$ cat config.mk
export PLATFORM = sky130hd
export DESIGN_NAME = lcd_cmd_sequencer
export DESIGN_NICKNAME = d
export VERILOG_FILES = /design/src/rtl/lcd_cmd_sequencer.sv
export SDC_FILE = /design/constraint.sdc
export NUM_CORES = 1
export LEC_CHECK = 0
export BUFFER_PORTS_ARGS = -buffer_cell sky130_fd_sc_hd__buf_2
export CORE_MARGIN = 10
export CORE_UTILIZATION = 45
export CTS_CLUSTER_SIZE = 30
export DETAILED_ROUTE_END_ITERATION = 12
export PLACE_DENSITY_LB_ADDON = 0.25
export SKIP_CTS_REPAIR_TIMING = 1
export SYNTH_ARGS = -nofsm -noshare
export SYNTH_HDL_FRONTEND = slang
export SYNTH_SLANG_ARGS = --single-unit
$ cat constraint.sdc
create_clock -name clk -period 2.7 [get_ports clk]
set_input_delay 0.135 -clock clk [delete_from_list [all_inputs] [get_ports clk]]
set_output_delay 0.135 -clock clk [all_outputs]
set_load 0.03 [all_outputs]
$ cat src/rtl/lcd_cmd_sequencer.sv
`default_nettype none
// =============================================================================
// Module   : lcd_cmd_sequencer
// Purpose  : FIFO-buffered {RS,DATA} word issuer for the character-LCD bus
//            controller, with HD44780 post-command hold-off timing.
//            Optional power-on init sequence: define LCD_POWERUP_INIT_EN.
// Revision : 1.0 - initial release
// =============================================================================
module lcd_cmd_sequencer #(
    parameter int DEPTH       = 16,
    parameter int SHORT_DLY   = 2000,
    parameter int LONG_DLY    = 82000,
    parameter int POWERUP_DLY = 750000,
    parameter int DLY_W       = 20
) (
    input  logic                       clk,
    input  logic                       rst,
    input  logic                       wr_valid,
    input  logic [8:0]                 wr_data,
    output logic                       wr_ready,
    output logic [7:0]                 lcd_data,
    output logic                       lcd_rs,
    output logic                       lcd_start,
    input  logic                       lcd_done,
    output logic [$clog2(DEPTH+1)-1:0] fifo_count,
    output logic                       busy
);

    localparam int c_cnt_w = $clog2(DEPTH + 1);
    localparam int c_ptr_w = $clog2(DEPTH);

    localparam logic [c_cnt_w-1:0] c_depth    = c_cnt_w'(DEPTH);
    localparam logic [DLY_W-1:0]   c_short_m1 = DLY_W'(SHORT_DLY - 1);
    localparam logic [DLY_W-1:0]   c_long_m1  = DLY_W'(LONG_DLY - 1);

    generate
        if (DEPTH < 2 || (DEPTH & (DEPTH - 1)) != 0 ||
            SHORT_DLY < 1 || LONG_DLY < 1 || POWERUP_DLY < 1 ||
            longint'(SHORT_DLY)   >= (64'd1 << DLY_W) ||
            longint'(LONG_DLY)    >= (64'd1 << DLY_W) ||
            longint'(POWERUP_DLY) >= (64'd1 << DLY_W)) begin : g_bad_param
            $error("lcd_cmd_sequencer: illegal DEPTH or delay/DLY_W combination");
        end
    endgenerate

`ifdef LCD_POWERUP_INIT_EN
    typedef enum logic [2:0] {
        ST_IDLE      = 3'd0,
        ST_FETCH     = 3'd1,
        ST_START     = 3'd2,
        ST_WAIT_DONE = 3'd3,
        ST_DELAY     = 3'd4,
        ST_PWR_WAIT  = 3'd5
    } state_t;

    localparam state_t           c_rst_state = ST_PWR_WAIT;
    localparam logic [DLY_W-1:0] c_rst_dly   = DLY_W'(POWERUP_DLY - 1);
`else
    typedef enum logic [2:0] {
        ST_IDLE      = 3'd0,
        ST_FETCH     = 3'd1,
        ST_START     = 3'd2,
        ST_WAIT_DONE = 3'd3,
        ST_DELAY     = 3'd4
    } state_t;

    localparam state_t           c_rst_state = ST_IDLE;
    localparam logic [DLY_W-1:0] c_rst_dly   = '0;
`endif

    state_t               r_state;
    state_t               w_state_nxt;

    logic [8:0]           r_mem [DEPTH];
    logic [c_ptr_w-1:0]   r_wr_ptr;
    logic [c_ptr_w-1:0]   r_rd_ptr;
    logic [c_cnt_w-1:0]   r_count;
    logic [DLY_W-1:0]     r_dly;
    logic [7:0]           r_lcd_data;
    logic                 r_lcd_rs;

    logic                 w_push;
    logic                 w_pop;
    logic                 w_issue;
    logic                 w_is_long;
    logic                 w_init_active;
    logic [8:0]           w_head;
    logic [8:0]           w_issue_word;

    assign w_head = r_mem[r_rd_ptr];

`ifdef LCD_POWERUP_INIT_EN
    // Index 0..3 selects the ROM word to issue next; 4 means init finished.
    logic [2:0] r_init_idx;
    logic [8:0] w_rom_word;

    assign w_init_active = (r_init_idx != 3'd4);

    always_comb begin
        w_rom_word = 9'h038;
        case (r_init_idx[1:0])
            2'd0:    w_rom_word = 9'h038;
            2'd1:    w_rom_word = 9'h00C;
            2'd2:    w_rom_word = 9'h001;
            default: w_rom_word = 9'h006;
        endcase
    end

    always_ff @(posedge clk) begin
        if (!rst) begin
            r_init_idx <= 3'd0;
        end else if (w_issue && w_init_active) begin
            r_init_idx <= r_init_idx + 3'd1;
        end
    end

    assign w_issue_word = w_init_active ? w_rom_word : w_head;
`else
    assign w_init_active = 1'b0;
    assign w_issue_word  = w_head;
`endif

    // Clear (0x01) and return-home (0x02/0x03) need the long execution time.
    assign w_is_long = !r_lcd_rs && (r_lcd_data[7:2] == 6'd0) && (r_lcd_data[1:0] != 2'd0);

    assign wr_ready = (r_count < c_depth);
    assign w_push   = wr_valid && wr_ready;

    always_comb begin
        w_state_nxt = r_state;
        w_issue     = 1'b0;
        w_pop       = 1'b0;
        case (r_state)
            ST_IDLE: begin
                if (w_init_active || (r_count != '0)) begin
                    w_state_nxt = ST_FETCH;
                end
            end
            ST_FETCH: begin
                if (w_init_active || (r_count != '0)) begin
                    w_issue     = 1'b1;
                    w_pop       = !w_init_active;
                    w_state_nxt = ST_START;
                end else begin
                    w_state_nxt = ST_IDLE;
                end
            end
            ST_START: begin
                w_state_nxt = ST_WAIT_DONE;
            end
            ST_WAIT_DONE: begin
                if (lcd_done) begin
                    w_state_nxt = ST_DELAY;
                end
            end
            ST_DELAY: begin
                if (r_dly == '0) begin
                    w_state_nxt = ST_IDLE;
                end
            end
`ifdef LCD_POWERUP_INIT_EN
            ST_PWR_WAIT: begin
                if (r_dly == '0) begin
                    w_state_nxt = ST_IDLE;
                end
            end
`endif
            default: begin
                w_state_nxt = ST_IDLE;
            end
        endcase
    end

    always_ff @(posedge clk) begin
        if (!rst) begin
            r_state <= c_rst_state;
        end else begin
            r_state <= w_state_nxt;
        end
    end

    // Storage is not reset; the pointers and count alone define validity.
    always_ff @(posedge clk) begin
        if (w_push) begin
            r_mem[r_wr_ptr] <= wr_data;
        end
    end

    always_ff @(posedge clk) begin
        if (!rst) begin
            r_wr_ptr <= '0;
            r_rd_ptr <= '0;
            r_count  <= '0;
        end else begin
            if (w_push) begin
                r_wr_ptr <= r_wr_ptr + c_ptr_w'(1);
            end
            if (w_pop) begin
                r_rd_ptr <= r_rd_ptr + c_ptr_w'(1);
            end
            case ({w_push, w_pop})
                2'b10:   r_count <= r_count + c_cnt_w'(1);
                2'b01:   r_count <= r_count - c_cnt_w'(1);
                default: r_count <= r_count;
            endcase
        end
    end

    always_ff @(posedge clk) begin
        if (!rst) begin
            r_lcd_data <= 8'd0;
            r_lcd_rs   <= 1'b0;
        end else if (w_issue) begin
            r_lcd_rs   <= w_issue_word[8];
            r_lcd_data <= w_issue_word[7:0];
        end
    end

    // Loaded with N-1 so that the hold-off state lasts exactly N cycles.
    always_ff @(posedge clk) begin
        if (!rst) begin
            r_dly <= c_rst_dly;
        end else if ((r_state == ST_WAIT_DONE) && lcd_done) begin
            r_dly <= w_is_long ? c_long_m1 : c_short_m1;
        end else if (r_dly != '0) begin
            r_dly <= r_dly - DLY_W'(1);
        end
    end

    assign lcd_start  = (r_state == ST_START);
    assign lcd_data   = r_lcd_data;
    assign lcd_rs     = r_lcd_rs;
    assign fifo_count = r_count;

`ifdef LCD_POWERUP_INIT_EN
    // Reset parks the FSM in PWR_WAIT; keep busy low while reset is held.
    assign busy = rst && ((r_state != ST_IDLE) || (r_count != '0) || w_init_active);
`else
    assign busy = (r_state != ST_IDLE) || (r_count != '0);
`endif

endmodule
`default_nettype wire
==> impl_metrics.toml <==
[run_status]
status = "complete, no violations"

[floorplan]
die-area_sq_mm = 0.0230
start_util_pct = 45.5
core_sq_mm = 0.0171
io_pins = 30
die_y_um = 152
rows = 48
fp.dieW_um = 152

[worst_hold_path]
min_path_type = "in2reg"
hp-start = "wr_data[0]"

[worst_setup_path]
cp-startpoint = "fifo_count[4]"
end_kind = "flip-flop"
cp.arrival_ns = 2.77
critPathLaunchType = "flip-flop"
crit_fanout = 9
path_class = "reg2reg"
crit_required_ns = 3.05
reg2reg_from = "fifo_count[4]"

[synthesis]
synth_seq_cells = 189
seq_area_frac_synth_pct = 67.1
synth_area_sq_mm = 0.00778
synth_top_area_cell = "edfxtp_1"
synth_top_area_share_pct = 55.6
syn_area_per_cell_sq_um = 15.5
async_reset_ff_share_pct = 0
yosysMostFrequentCell = "edfxtp_1"
synth_cell_types = 52
yosys-top-cells-area = "edfxtp_1 (56%), dfxtp_1 (12%), mux4_2 (10%)"
synth_nets = 527
synth_warnings = 0
ys.flop_type = "edfxtp_1"
synth_commonest_cells = "edfxtp_1 (144), dfxtp_1 (45), nor2_1 (42)"
synth_edf_count = 144
syn_inst = 503

[power]
p_per_area_mw_per_mm2 = 902
cellLeakagePower_nw = 2.99
peakVddDrop_mv = 0.602
design_power_total_mw = 7.98

[sta]
fin_skew_ns = 0.00933
finalHoldViolCount = 0
whs_ns = 0.0740
drv_slew = 0
tns_ns = 0
relSlewSlack_pct = 43.0
worst_slew_pin_slew_ns = 0.852
fmax_mhz = 413
setup_violations = 0
min_period_ns = 2.42
finalCritPeriodShare_pct = 89.7
rsz0062_at_grt = "no"

[route]
drt_pass1_iterations = 6
detail-route-antenna-nets = 0
wirelength_mm = 15.0
vias = 4330
drc = 0
viasPerCell = 5.52
routed_wire_length_per_instance_um = 19.1
initialDrtViolationCount = 236

[final_layout]
syn_to_final_growth_pct = 13.7
drive_above_1_share_pct = 23.4
final_area_sq_mm = 0.00885
antenna_cells = 0
nets = 570
layout.cells.non_filler = 784
num-fill-cells = 1455

[placement]
place_congestion = 0.781
dp.cells = 752
numPortBuffers = 29
placed_area_sq_mm = 0.00828
hpwl_mm = 10.3

[global_routing]
overflow = 0
antenna_found_initial = 0
grt_pass1_vias = 4512
grt_pass1_wl_mm = 24.1
grt_start_max_net_pins = 39
gr-usage-all-layers_pct = 13.7

[clocking]
cts_sinks = 189
clk_pin_slew_ns = 0.07
cts_tree = "built"
clkLatencyLatePin_ns = 0.43
h-tree-depth = 4
cts-root-buf = "clkbuf_16"
cts_max_path_buffers = 2
numCtsBuffers = 17

[run]
drv_cap = 0
==> sequential cells by signal, indices dropped and copies added (netlist names) <==
register / cells
r_rd_ptr: 4
r_mem: 144
r_state: 3
lcd_rs: 1
r_wr_ptr: 4
r_dly: 20
fifo_count: 5
lcd_data: 8
==> cell usage in the layout (no fill, tap or decap), drive strengths merged, types with 3 or more instances in the layout <==
cell | Yosys | routed
edfxtp | 144 | 144
buf | 8 | 50
dfxtp | 45 | 45
nor2 | 43 | 43
mux4 | 36 | 36
nand2 | 31 | 31
a22o | 18 | 18
clkbuf | 18 | 18
inv | 8 | 18
nor3 | 13 | 13
xor2 | 13 | 13
o22ai | 11 | 11
ha | 11 | 11
xnor2 | 10 | 10
and2 | 8 | 8
nand3 | 7 | 7
nor2b | 6 | 6
a21oi | 6 | 6
nand4 | 6 | 6
nand2b | 5 | 5
nor4 | 5 | 5
nor3b | 4 | 4
o21ai | 4 | 4
a21boi | 4 | 4
o31ai | 4 | 4
mux2i | 4 | 4
or3 | 3 | 3
nand4b | 3 | 3
o211ai | 3 | 3
==> critical path: stages, from the launching register on <==
cell and delay (ns):
dfxtp_2 0.35, nor3_1 0.41, a2111oi_4 0.14, ha_1 0.23, buf_4 0.17, ha_1 0.32, nor3b_1 0.22, o21ai_0 0.12
a31oi_1 0.17, mux2i_1 0.22
==> cell type report <==
type / instances / area (sq um) / area share (%)
Sequential cell: 189 / 5240 / 59.2
Multi-Input combinational cell: 280 / 2420 / 27.3
Inverter: 8 / 30.0 / 0.339
Tap cell: 225 / 282 / 3.18
Timing Repair Buffer: 50 / 315 / 3.56
Clock inverter: 14 / 135 / 1.53
Clock buffer: 18 / 429 / 4.85
==> through the flow <==
stage	util [%]	setup WS, ns
after detailed placement	48.4	0.283
after global placement	48.4	0.353
final	51.7	0.278
after floorplan	-	0.000546
after global routing	51.7	0.0529
after CTS	51.7	0.264
==> path summary, 6_finish.rpt <==
check	endpoint	slack (ns)	cells after the start
worst max-delay path	fifo_count[4]	0.28	9
worst min-delay path	r_mem[13][0]	0.07	1
worst max register to register	fifo_count[4]	0.28	9
worst min register to register	lcd_data[4]	0.50	2
==> where the power goes <==
group          internal (mW)  switching (mW)  leakage (nW)  total (mW)
combinational          0.843            1.14          1.04        1.98
clock                   1.23            1.16         0.274        2.39
sequential              3.36           0.252          1.67        3.62
==> cell families (layout without fill, tap and decap cells) <==
| kind of cell | count (synthesis) | after routing | synth area share [%] |
|---|---|---|---|
| DFF | 189 | 189 | 67.1 |
| and+or+nand+nor | 143 | 143 | 9.58 |
| AOI/OAI and AO/OA | 63 | 63 | 6.22 |
| muxes | 40 | 40 | 10.9 |
| buffers and inverters | 34 | 90 | 1.78 |
| xor gates and xnor gates | 23 | 23 | 2.59 |
| adders and majority gates | 11 | 11 | 1.77 |
==> metal layers <==
metal / wire length (um) / vias to the layer above / global-route usage (%)
met1: 6700 / 2180 / 17.1
met4: 176 / 0 / 5.05
li1: - / 2039 / -
met3: 709 / 16 / 3.62
met5: 0 / - / 0
met2: 7410 / 95 / 22.6
(Power assumes the default switching activity.)
